### config.mk
export PLATFORM = sky130hd
export DESIGN_NAME = nor3_idle_filter
export DESIGN_NICKNAME = d
export VERILOG_FILES = /design/src/rtl/nor3_idle_pkg.sv /design/src/rtl/sync_chain.sv /design/src/rtl/nor3_idle_filter.sv
export SDC_FILE = /design/constraint.sdc
export NUM_CORES = 1
export LEC_CHECK = 0
export CAP_MARGIN = 30
export CELL_PAD_IN_SITES_DETAIL_PLACEMENT = 0
export CELL_PAD_IN_SITES_GLOBAL_PLACEMENT = 1
export CORE_MARGIN = 1.5
export CORE_UTILIZATION = 30
export DETAILED_ROUTE_END_ITERATION = 12
export PLACE_DENSITY = 0.74
export SLEW_MARGIN = 25
export SYNTH_ARGS = -nofsm -noshare
export SYNTH_HDL_FRONTEND = slang
export SYNTH_SLANG_ARGS = --single-unit
export TNS_END_PERCENT = 30
### constraint.sdc
create_clock -name CLK -period 1.25 [get_ports CLK]
set_input_delay 0.25 -clock CLK [delete_from_list [all_inputs] [get_ports CLK]]
set_output_delay 0.25 -clock CLK [all_outputs]
set_load 0.1 [all_outputs]
### src/rtl/nor3_idle_pkg.sv
// Shared types and reset constants for the three-input NOR idle filter.
package nor3_idle_pkg;

   typedef enum logic {
      STABLE = 1'b0,
      QUAL   = 1'b1
   } state_e;

   localparam logic Y_RST    = 1'b1;
   localparam logic SYNC_RST = 1'b0;

endpackage

### src/rtl/sync_chain.sv
// WIDTH-bit multi-flop synchroniser; every flop clears to SYNC_RST on async reset.
module sync_chain
   import nor3_idle_pkg::*;
#(
   parameter int WIDTH  = 3,
   parameter int STAGES = 2
) (
   input  logic             clk_i,
   input  logic             rst_i,
   input  logic [WIDTH-1:0] d_i,
   output logic [WIDTH-1:0] q_o
);

   logic [STAGES-1:0][WIDTH-1:0] chain_q;

   always_ff @(posedge clk_i or posedge rst_i) begin
      if (rst_i) begin
         chain_q <= {STAGES{{WIDTH{SYNC_RST}}}};
      end else begin
         chain_q <= {chain_q[STAGES-2:0], d_i};
      end
   end

   assign q_o = chain_q[STAGES-1];

endmodule

### src/rtl/nor3_idle_filter.sv
// Synchronised three-input NOR idle detect with a consecutive-sample glitch
// filter, registered idle flag and one-cycle edge pulses.
module nor3_idle_filter
   import nor3_idle_pkg::*;
#(
   parameter int SYNC_STAGES = 2,
   parameter int FILT_CYCLES = 4
) (
   input  logic CLK,
   input  logic RST,
   input  logic A,
   input  logic B,
   input  logic C,
   input  logic EN,
   output logic YRAW,
   output logic Y,
   output logic RISE,
   output logic FALL,
   output logic BUSY
);

   localparam int              CNT_W    = $clog2(FILT_CYCLES + 1);
   localparam logic [CNT_W-1:0] CNT_LAST = CNT_W'(FILT_CYCLES - 1);
   localparam logic [CNT_W-1:0] CNT_ONE  = CNT_W'(1);

   logic [2:0]       sync_s;
   logic             raw;
   state_e           state_q;
   logic [CNT_W-1:0] cnt_q;
   logic             y_q;
   logic             rise_q;
   logic             fall_q;

   sync_chain #(
      .WIDTH  (3),
      .STAGES (SYNC_STAGES)
   ) u_sync (
      .clk_i (CLK),
      .rst_i (RST),
      .d_i   ({A, B, C}),
      .q_o   (sync_s)
   );

   assign raw = ~|sync_s;

   // cnt_q holds the number of consecutive differing samples already seen.
   always_ff @(posedge CLK or posedge RST) begin
      if (RST) begin
         state_q <= STABLE;
         cnt_q   <= '0;
         y_q     <= Y_RST;
         rise_q  <= 1'b0;
         fall_q  <= 1'b0;
      end else begin
         rise_q <= 1'b0;
         fall_q <= 1'b0;
         case (state_q)
            STABLE: begin
               if (EN && (raw != y_q)) begin
                  if (FILT_CYCLES == 1) begin
                     y_q    <= raw;
                     rise_q <= raw;
                     fall_q <= ~raw;
                  end else begin
                     cnt_q   <= CNT_ONE;
                     state_q <= QUAL;
                  end
               end
            end
            QUAL: begin
               if (!EN || (raw == y_q)) begin
                  cnt_q   <= '0;
                  state_q <= STABLE;
               end else if (cnt_q == CNT_LAST) begin
                  y_q     <= raw;
                  rise_q  <= raw;
                  fall_q  <= ~raw;
                  cnt_q   <= '0;
                  state_q <= STABLE;
               end else begin
                  cnt_q <= cnt_q + 1'b1;
               end
            end
            default: begin
               cnt_q   <= '0;
               state_q <= STABLE;
            end
         endcase
      end
   end

   assign YRAW = raw;
   assign Y    = y_q;
   assign RISE = rise_q;
   assign FALL = fall_q;
   assign BUSY = (state_q == QUAL);

endmodule

Word level (Yosys, flattened, before mapping)

Cells that the tools add are included.

Multiply operators: 0
Bitwise operators: 2
Add/subtract/negate cells: 1
Div/mod/pow operators: 0
Muxes and demuxes: 14
Eq/ne operators: 4
Magnitude comparators: 0
Shift-type cells: 0
Reduce and logical (&&, ||, !) cells: 6

Operators by type and width:

| cell                                                 | number |
|---|---|
| two-way mux 1 bit                                    | 9 |
| two-way mux 3 bit                                    | 3 |
| case mux 3 bit (2 select lines)                      | 1 |
| adder 3 x 1 -> 3 bit (second input constant)         | 1 |
| equality test 3 x 2 -> 1 bit (second input constant) | 1 |
| AND reduction 3 bit                                  | 1 |
| OR reduction 3 bit                                   | 1 |
| zero test 1 bit                                      | 2 |
| != test 2 bit (second input constant)                | 1 |
| NOT 1 bit                                            | 2 |
| case mux 1 bit (2 select lines)                      | 1 |
| equality test 1 bit                                  | 1 |
| logical AND 1 bit                                    | 1 |
| logical OR 1 bit                                     | 1 |
| != test 1 bit                                        | 1 |

Flip-flop bits (word level): 13
RAM bits: 0
Memories kept: 0
Memory bits (read-only): 0
Bits of input ports: 6
Logic and storage cells: 34
Output and inout bits: 5
Bits in latches: 0

Depth between registers and ports, before layout

Gate-level depths: netlist (run 1).

Word-level depth: 6
Gate-level depth with buffers: 4
Gate-level depth less buffers: 4

Modules after synthesis

Synthesis (run 1) repeated with hierarchy kept, for this count alone.

Cells, all modules: 38
Area, all modules: 516.7 µm²

By module, submodules not included:

| module           | instances | cells an instance | area an instance (µm²) |
|---|---|---|---|
| nor3_idle_filter | 1         | 28                | 340.3 |
| sync_chain       | 1         | 10                | 176.4 |

Least setup slack after synthesis (run 1)

Ideal clock, no wire load.

Kind: register to register
Start point: register u_sync.chain_q, in the netlist u_sync.q_o[2]
End point: register rise_q, in the netlist RISE
Arrival: 1898 ps
Library setup time: 72 ps
Buffers on the path: 0
Stages on the path, launching flop included: 4
Period minus slack after synthesis: 1970 ps
Path slack: -720 ps
Cells stage by stage: dfrtp_1 nor3_4 mux2i_2 and4_1

Cells in the longest elaborated chain, start to end: 6

Ends and longest elaborated chain:

| item                   | RTL line               | RTL |
|---|---|---|
| start, declared        | sync_chain.sv:14       | `logic [STAGES-1:0][WIDTH-1:0] chain_q;` |
| start signal, assigned | sync_chain.sv:18       | `chain_q <= {STAGES{{WIDTH{SYNC_RST}}}};` |
| start signal, assigned | sync_chain.sv:20       | `chain_q <= {chain_q[STAGES-2:0], d_i};` |
| OR reduction 3 bit *   | nor3_idle_filter.sv:44 | `assign raw = ~\|sync_s;` |
| zero test 1 bit *      | nor3_idle_filter.sv:44 |  |
| net YRAW               | nor3_idle_filter.sv:15 | `output logic YRAW,` |
| equality test 1 bit    | nor3_idle_filter.sv:71 | `if (!EN \|\| (raw == y_q)) begin` |
| logical OR 1 bit       | nor3_idle_filter.sv:71 |  |
| two-way mux 1 bit *    | nor3_idle_filter.sv:71 |  |
| two-way mux 1 bit *    | nor3_idle_filter.sv:57 | `case (state_q)` |
| end signal, assigned   | nor3_idle_filter.sv:62 | `rise_q <= raw;` |
| end signal, assigned   | nor3_idle_filter.sv:76 | `rise_q <= raw;` |
| end, declared          | nor3_idle_filter.sv:31 | `logic rise_q;` |

The timed path passes the listed nets; every way through them passes the cells marked *.
A chain may end at the register's enable or synchronous reset.

Worst setup path after layout (run 1)

Start point: register u_sync.chain_q, in the netlist u_sync.q_o[2]
End point: output port YRAW

Cells in the longest elaborated chain, start to end: 2

Ends and longest elaborated chain:

| item               | RTL line |
|---|---|
| OR reduction 3 bit | nor3_idle_filter.sv:44 |
| zero test 1 bit    | nor3_idle_filter.sv:44 |
| end, declared      | nor3_idle_filter.sv:15 |

No other way between the ends.

==> results by group, run 1 <==
Outcome
  • Outcome: finished, violations left
  • Failing checks: setup timing

Critical path
  • CP max stage delay: 0.40 ns
  • CP Class: reg -> out
  • Worst R2R Path Depth: 5
  • FF-to-FF setup slack: -0.10 ns
  • Slowest CP cell: dfrtp_1
  • Startpoint types: register
  • Worst path cell trace: nor3_4, buf_6, buf_12
  • Crit Path Max Fanout: 2
  • Reg2reg end: cnt_q[2]
  • Origin of the critical flop-to-flop path: u_sync.q_o[2]
  • Critical Path Sink Type: output pin
  • WP data required: 1.00 ns
  • Crit path DAT: 1.18 ns

Logic synthesis
  • Syn Area/Cell: 14.5 sq um
  • Synth area leaders: dfrtp_1 61%, dfstp_2 5.3%, mux2i_1 4.1%
  • Area leader, netlist: dfrtp_1
  • Synth Area in Simple Gates: 18.6%
  • Post-synthesis cell type count: 18
  • Adder-cell share of the synthesized area: 2.54%
  • Xor/xnor share of the synthesized area: 0%
  • Yosys reg bits: 13
  • Main combinational cell family by area after synthesis: simple AND/OR/NAND/NOR gates
  • Syn_nets: 41
  • Mapped cell area: 492 sq um
  • Synth top area share: around three fifths
  • Yosys warns: 0
  • Number of synthesized flops with an enable pin: 0
  • Top post-synthesis cells by count: 12 x dfrtp_1, 3 x nand2b_1, 2 x mux2i_1, 2 x nand2_1, 2 x nand3b_1
  • Async S/R FF share, synth: 100%
  • Ys flop type: dfrtp_1
  • Post-synthesis mux area share: under 10%
  • Seq/Total Area, Yosys: between 60% and 70%
  • Synth Area in Compound Gates: 2.54%
  • Top-count cell post-synth: dfrtp_1
  • Cell count after synthesis: 34

STA
  • Max Clock Freq: 701 MHz
  • Endpoints failing hold: 0
  • Max Slew Vio Count: 0
  • Worst slew pin tran: 0.180 ns
  • RSZ-0062 raised after global routing: yes
  • Fin Clk Skew: 0.00289 ns
  • Period minus WS final: 1.43 ns
  • Worst Setup Slack, final: -0.176 ns
  • Setup Viol. Count Final: 9
  • Ratio of final minimum period to clock period: 114%
  • Slew margin rel.: just under 90%

Power
  • Peak supply drop: 0.000757 V
  • Power Total: between 0.0008 and 0.0009 W
  • Static leakage: 0.355 nW
  • Pwr/cell area: about 1000 mW/mm^2

Placed design
  • Detailed Place HPWL: approximately 580 um
  • I/O Buffers: 10
  • Routability cong.: roughly 0.66
  • Worst slack, placed: -0.146 ns

Route
  • Vias per cell: around 4.5
  • Total Routed Length: 825 um
  • Vias after detailed routing: 337
  • Post-route DRC: 0
  • 1st-pass router iterations: 3
  • Drt wl/cell: 11.0 um
  • Antenna Violating Nets Remaining: 0
  • Initial DRC count: 3

Worst hold path
  • Tightest Hold Check Type: in -> async

Layout
  • Register area: 328 sq um
  • # nets final: 67
  • Layout cells sized above 1: 47.5%
  • Area Growth Syn to Fin: 62.1%
  • ANT cells: 0
  • Fillers: 134
  • Area of the multi-input gates: 178 sq um

Global routing
  • Antenna violations before repair: 0
  • First-pass GRT wire length: 1560 um
  • GRT Residual Overflow: 0
  • Vias in the first global route: ~370
  • GRT Total Usage: 11.7%
  • Largest net degree at the start of global routing: 14

Floorplan
  • Width of the die: 43.5 um
  • DIE HEIGHT: 43.5 um
  • Starting density of the core: 32.3%
  • Standard-cell rows: 14
  • Core box area: between 0.0015 and 0.002 sq mm
  • Ports: 11
  • Die area: 0.00189 sq mm

Clocking
  • Cts-stage hold buffer count: 0
  • Clock Latency Late Sink: 0.27 ns
  • Clk sinks: 13
  • CTS buffer count: 3
  • Max H-tree Level: 1
  • Clock Tree Buf Depth: 2
  • TritonCTS clock tree: done
  • Clk slew on worst S/H paths: about 0.080 ns
  • Clock root cell: clkbuf_4

Flow run
  • Number of max-cap violations: 0
critical path, delay by kind of cell (launching register included):
| family | cells | cell delay (ns) |
|---|---|---|
| DFF | 1 | 0.40 |
| buffers and inverters | 2 | 0.29 |
| and+or+nand+nor | 1 | 0.21 |
through the flow:
stage          std cells  hold slack (ns)  TNS (ns)  util, %  cell area (sq um)
4_1_cts               74            0.249    -0.707     51.8                790
6_report              75            0.253    -0.717     52.3                797
3_5_place_dp          66            0.337    -0.748     46.4                707
5_1_grt               75            0.268     -1.44     52.3                797
2_1_floorplan         34            0.126     -4.75        -                492
3_3_place_gp          66            0.332    -0.627     46.4                707
sequential cells by signal, indices dropped and copies added, names as in the netlist:
signal / flops
cnt_q: 3
RISE: 1
u_sync.q_o: 3
FALL: 1
Y: 1
BUSY: 1
u_sync.chain_q: 3
timing repair:
item | 4_1_cts | 5_1_grt
endpoints found under the setup margin | 8 | 9
pin swaps | 2 | 1
buffers inserted | 4 | 1
resized for setup | 7 | 0
endpoints found under the hold margin | 0 | 0
cloned | 0 | 0
power by group:
group	switching [W]	total, W	internal [W]
Sequential	0.0000156	0.000458	0.000443
Clock	0.000132	0.000251	0.000118
Combinational	0.0000533	0.000120	0.0000670
Total	0.000201	0.000829	0.000628
kinds of logic after synthesis:
kind of cell,after synthesis
muxes,4
AOI/OAI and AO/OA,2
DFF,13
buffers and inverters,1
adders and majority gates,1
and+or+nand+nor,13
cells in the final DEF, fill, tap and decap left out, types with 2 or more instances in the layout:
cell type	Yosys	routed
mux2i_1	2	2
nand3b_1	2	2
buf_6	0	2
buf_12	0	5
clkbuf_4	0	3
buf_4	0	9
clkdlybuf4s50_1	0	5
nand2b_1	3	3
dfrtp_1	12	11
nand2_1	2	2
final cells by class:
cell class              count  share of cell area [%]
clock buffers               3                    2.83
inverters                   1                   0.471
repair buffers             21                    30.1
well taps                  16                    2.51
clock inverters             1                   0.628
flip-flops and latches     13                    41.1
multi-input cells          20                    22.3
how the worst max path moves through the flow:
stage | start | endpoint | slack, ns | cells past startpoint
after global routing | u_sync.q_o[2] | YRAW | -0.25 | 3
final | u_sync.q_o[2] | YRAW | -0.18 | 3
after CTS | u_sync.q_o[0] | YRAW | -0.18 | 3
after detailed placement | EN | cnt_q[2] | -0.15 | 5
after floorplan | u_sync.q_o[2] | RISE | -0.72 | 3
after global placement | EN | cnt_q[2] | -0.13 | 5
routing by layer:
metal	up-vias	track usage [%]	wire, um
li1	164	-	-
met1	162	13.7	348
met2	11	18.5	434
met3	0	5.00	41
met4	0	5.45	0
met5	-	0	0
Power figures use the tool's default switching activity.
==> inputs of run 2 (changes only) <==
--- a/config.mk
+++ b/config.mk
@@ -12,8 +12,9 @@
 export CORE_UTILIZATION = 30
 export DETAILED_ROUTE_END_ITERATION = 12
 export PLACE_DENSITY = 0.74
+export REMOVE_ABC_BUFFERS = 1
 export SLEW_MARGIN = 25
 export SYNTH_ARGS = -nofsm -noshare
 export SYNTH_HDL_FRONTEND = slang
 export SYNTH_SLANG_ARGS = --single-unit
-export TNS_END_PERCENT = 30
+export TNS_END_PERCENT = 5
==> run 2 against run 1 <==
Compared with the run above:
- the flow still finishes with violations (setup timing)
- hold slack barely moved
- critical path depth did not move
- global-route usage grew 0.59 points
- total power decreased by 0.35%
- via count up 3.6%
- core utilization shrank 0.25 points
- combinational power hardly changed
- worst setup slack improved by 0.013 ns
- highest routed layer is now met4
==> results by group, run 2 (same netlist as run 1, synthesis figures left out) <==
Outcome
  • Outcome: finished, violations left
  • Failing checks: setup timing

Layout
  • Layout cells sized above 1: 47.4% (-0.089 points)
  • ANT cells: 0 (unchanged)
  • Area Growth Syn to Fin: 61.3%
  • Most frequent cells in the layout: 11 x dfrtp_1, 6 x buf_4, 5 x clkdlybuf4s50_1, 5 x buf_12
  • Fin util: 52.1% (-0.25 points)
  • Most common cell after layout, fill and taps aside: dfrtp_1
  • # nets final: 65 (-3.0%)
  • Fillers: 137 (+2.2%)

Critical path
  • Critical Path Sink Type: output pin
  • FF-to-FF setup slack: -0.15 ns (-0.05 ns)
  • Buffers & Inverters on Critical Path: 2 (unchanged)
  • Origin of the critical flop-to-flop path: u_sync.q_o[2]
  • CP max stage delay: 0.40 ns (about the same)
  • Reg2reg end: cnt_q[1]
  • Worst R2R Path Depth: 5 (unchanged)
  • WP data required: 1.00 ns (about the same)
  • Top Family by Delay on Critical Path: flip-flops
  • Slowest CP cell: dfrtp_1
  • Crit path DAT: 1.16 ns (-0.02 ns)
  • Startpoint types: register
  • CP Class: reg -> out
  • Worst path cell trace: nor3_4, buf_6, buf_12
  • Crit Path Max Fanout: 2 (unchanged)

Power
  • Static leakage: 0.345 nW (-2.8%)
  • Power Total: 0.000826 W (-0.35%)
  • Pwr/cell area: 1040 mW/mm^2 (+0.12%)
  • Switch share: 24.0% (-0.24 points)
  • Reg power frac: 55.3% (about the same)
  • Net switching power figure: 0.000198 W (-1.4%)
  • Peak supply drop: 0.000712 V (-6.0%)
  • Logic gate share of total power: 14.5% (about the same)
  • Clock group share of total power: 30.2% (about the same)
  • Pint: 0.000628 W (about the same)

Clocking
  • Clk sinks: 13 (unchanged)
  • Clock Tree Buf Depth: 2 (unchanged)
  • TritonCTS clock tree: done
  • Cts-stage hold buffer count: 0 (unchanged)
  • CTS buffer count: 3 (unchanged)
  • Max H-tree Level: 1 (unchanged)
  • Clk slew on worst S/H paths: 0.08 ns (about the same)
  • Clock Latency Late Sink: 0.27 ns (about the same)
  • Clock root cell: clkbuf_4

Route
  • Initial DRC count: 4 (+1)
  • Vias after detailed routing: 349 (+3.6%)
  • Post-route DRC: 0 (unchanged)
  • Total Routed Length: 875 um (+6.1%)
  • Antenna Violating Nets Remaining: 0 (unchanged)
  • 1st-pass router iterations: 3 (unchanged)
  • Drt wl/cell: 12.0 um (+9.0%)
  • Vias per cell: 4.78 (+6.4%)

STA
  • RSZ-0062 raised after global routing: yes
  • Max Slew Vio Count: 0 (unchanged)
  • Endpoints failing hold: 0 (unchanged)
  • Ratio of final minimum period to clock period: 113% (-1.1 points)
  • Period minus WS final: 1.41 ns (-0.0133 ns)
  • Fin Clk Skew: 0.00384 ns (+0.000948 ns)
  • Worst slew pin tran: 0.161 ns (-0.0199 ns)
  • Slew margin rel.: 89.0% (+1.0 points)
  • Worst Setup Slack, final: -0.163 ns (+0.0133 ns)
  • Setup Viol. Count Final: 9 (unchanged)
  • Max Clock Freq: 708 MHz (+0.94%)

Floorplan
  • Width of the die: 43.5 um (unchanged)
  • Starting density of the core: 32.3% (unchanged)
  • Ports: 11 (unchanged)
  • Standard-cell rows: 14 (unchanged)
  • Die area: 0.00189 sq mm (unchanged)
  • Core box area: 0.00152 sq mm (unchanged)
  • DIE HEIGHT: 43.5 um (unchanged)

Global routing
  • Met1 usage: 12.3% (-1.4 points)
  • Antenna violations before repair: 0 (unchanged)
  • Met2 Resource Use GR: 21.2% (+2.7 points)
  • Largest net degree at the start of global routing: 14 (unchanged)
  • Vias in the first global route: 372 (-0.53%)
  • GRT Total Usage: 12.3% (+0.59 points)
  • Routing usage on met3: 6.25% (+1.2 points)
  • GRT Residual Overflow: 0 (unchanged)
  • GRT busiest layer: met2
  • First-pass GRT wire length: 1590 um (+1.8%)

Placed design
  • Detailed Place HPWL: 597 um (+3.4%)
  • I/O Buffers: 10 (unchanged)
  • Routability cong.: 0.638 (-3.3%)

Worst hold path
  • Tightest Hold Check Type: in -> async

Flow run
  • Number of max-cap violations: 0 (unchanged)
## run 2: changes by cell type in the layout (fill, tap and decap cells not counted)
cell / previous run / this run
buf_4: 9 / 6
nor2b_1: 1 / 0
buf_6: 2 / 3
nor2b_4: 0 / 1
## run 2: worst max-delay path by stage
stage / from / end / slack (ns) / cells past startpoint
finish: u_sync.q_o[2] / YRAW / -0.16 / 3
detailed placement: EN / cnt_q[1] / -0.20 / 5
global placement: EN / FALL / -0.16 / 5
CTS: u_sync.q_o[0] / YRAW / -0.18 / 3
global route: u_sync.q_o[2] / YRAW / -0.23 / 3
floorplan: u_sync.q_o[2] / RISE / -0.72 / 3
## run 2: power by group through the flow
stage          Combinational, W  Clock (W)  Sequential [W]
6_report               0.000120   0.000249        0.000457
5_1_grt                0.000132   0.000285        0.000460
4_1_cts                0.000117   0.000259        0.000457
3_5_place_dp           0.000109          0        0.000465
3_3_place_gp           0.000108          0        0.000465
2_1_floorplan         0.0000418          0        0.000473
## run 2: worst reg2reg max path: stages, from the launching register on
cell     delay (ns)
dfrtp_1        0.40
nor3_4         0.21
buf_4          0.14
mux2i_2        0.19
buf_4          0.17
mux2i_1        0.22
## run 2: metrics by stage
stage / setup WS, ns / instance area [sq um] / hold slack [ns] / setup TNS [ns] / instances
floorplan: -0.720 / 492 / 0.126 / -4.75 / 34
global placement: -0.160 / 707 / 0.332 / -0.715 / 66
detailed placement: -0.199 / 707 / 0.336 / -0.956 / 66
CTS: -0.180 / 774 / 0.251 / -0.906 / 72
global route: -0.232 / 793 / 0.291 / -1.44 / 73
finish: -0.163 / 793 / 0.253 / -0.779 / 73
## run 2: layout make-up
type | instances | area, sq um | area share [%]
Tap cell | 16 | 20.0 | 2.52
Clock inverter | 1 | 5.00 | 0.631
Clock buffer | 3 | 22.5 | 2.84
Sequential cell | 13 | 328 | 41.3
Inverter | 1 | 3.75 | 0.473
Timing Repair Buffer | 19 | 229 | 28.9
Multi-Input combinational cell | 20 | 185 | 23.3
## run 2: layer usage
layer | share of wire, % | routed length [um]
met5 | 0 | 0
met4 | 0.91 | 8
met3 | 6.7 | 59
met2 | 53 | 467
met1 | 39 | 339
## run 2: repair_timing
item | CTS | global route
endpoints found under the setup margin | 8 | 9
resized for setup | 7 | 2
cloned | 0 | 0
setup buffers | 2 | 1
pin swaps | 2 | 2
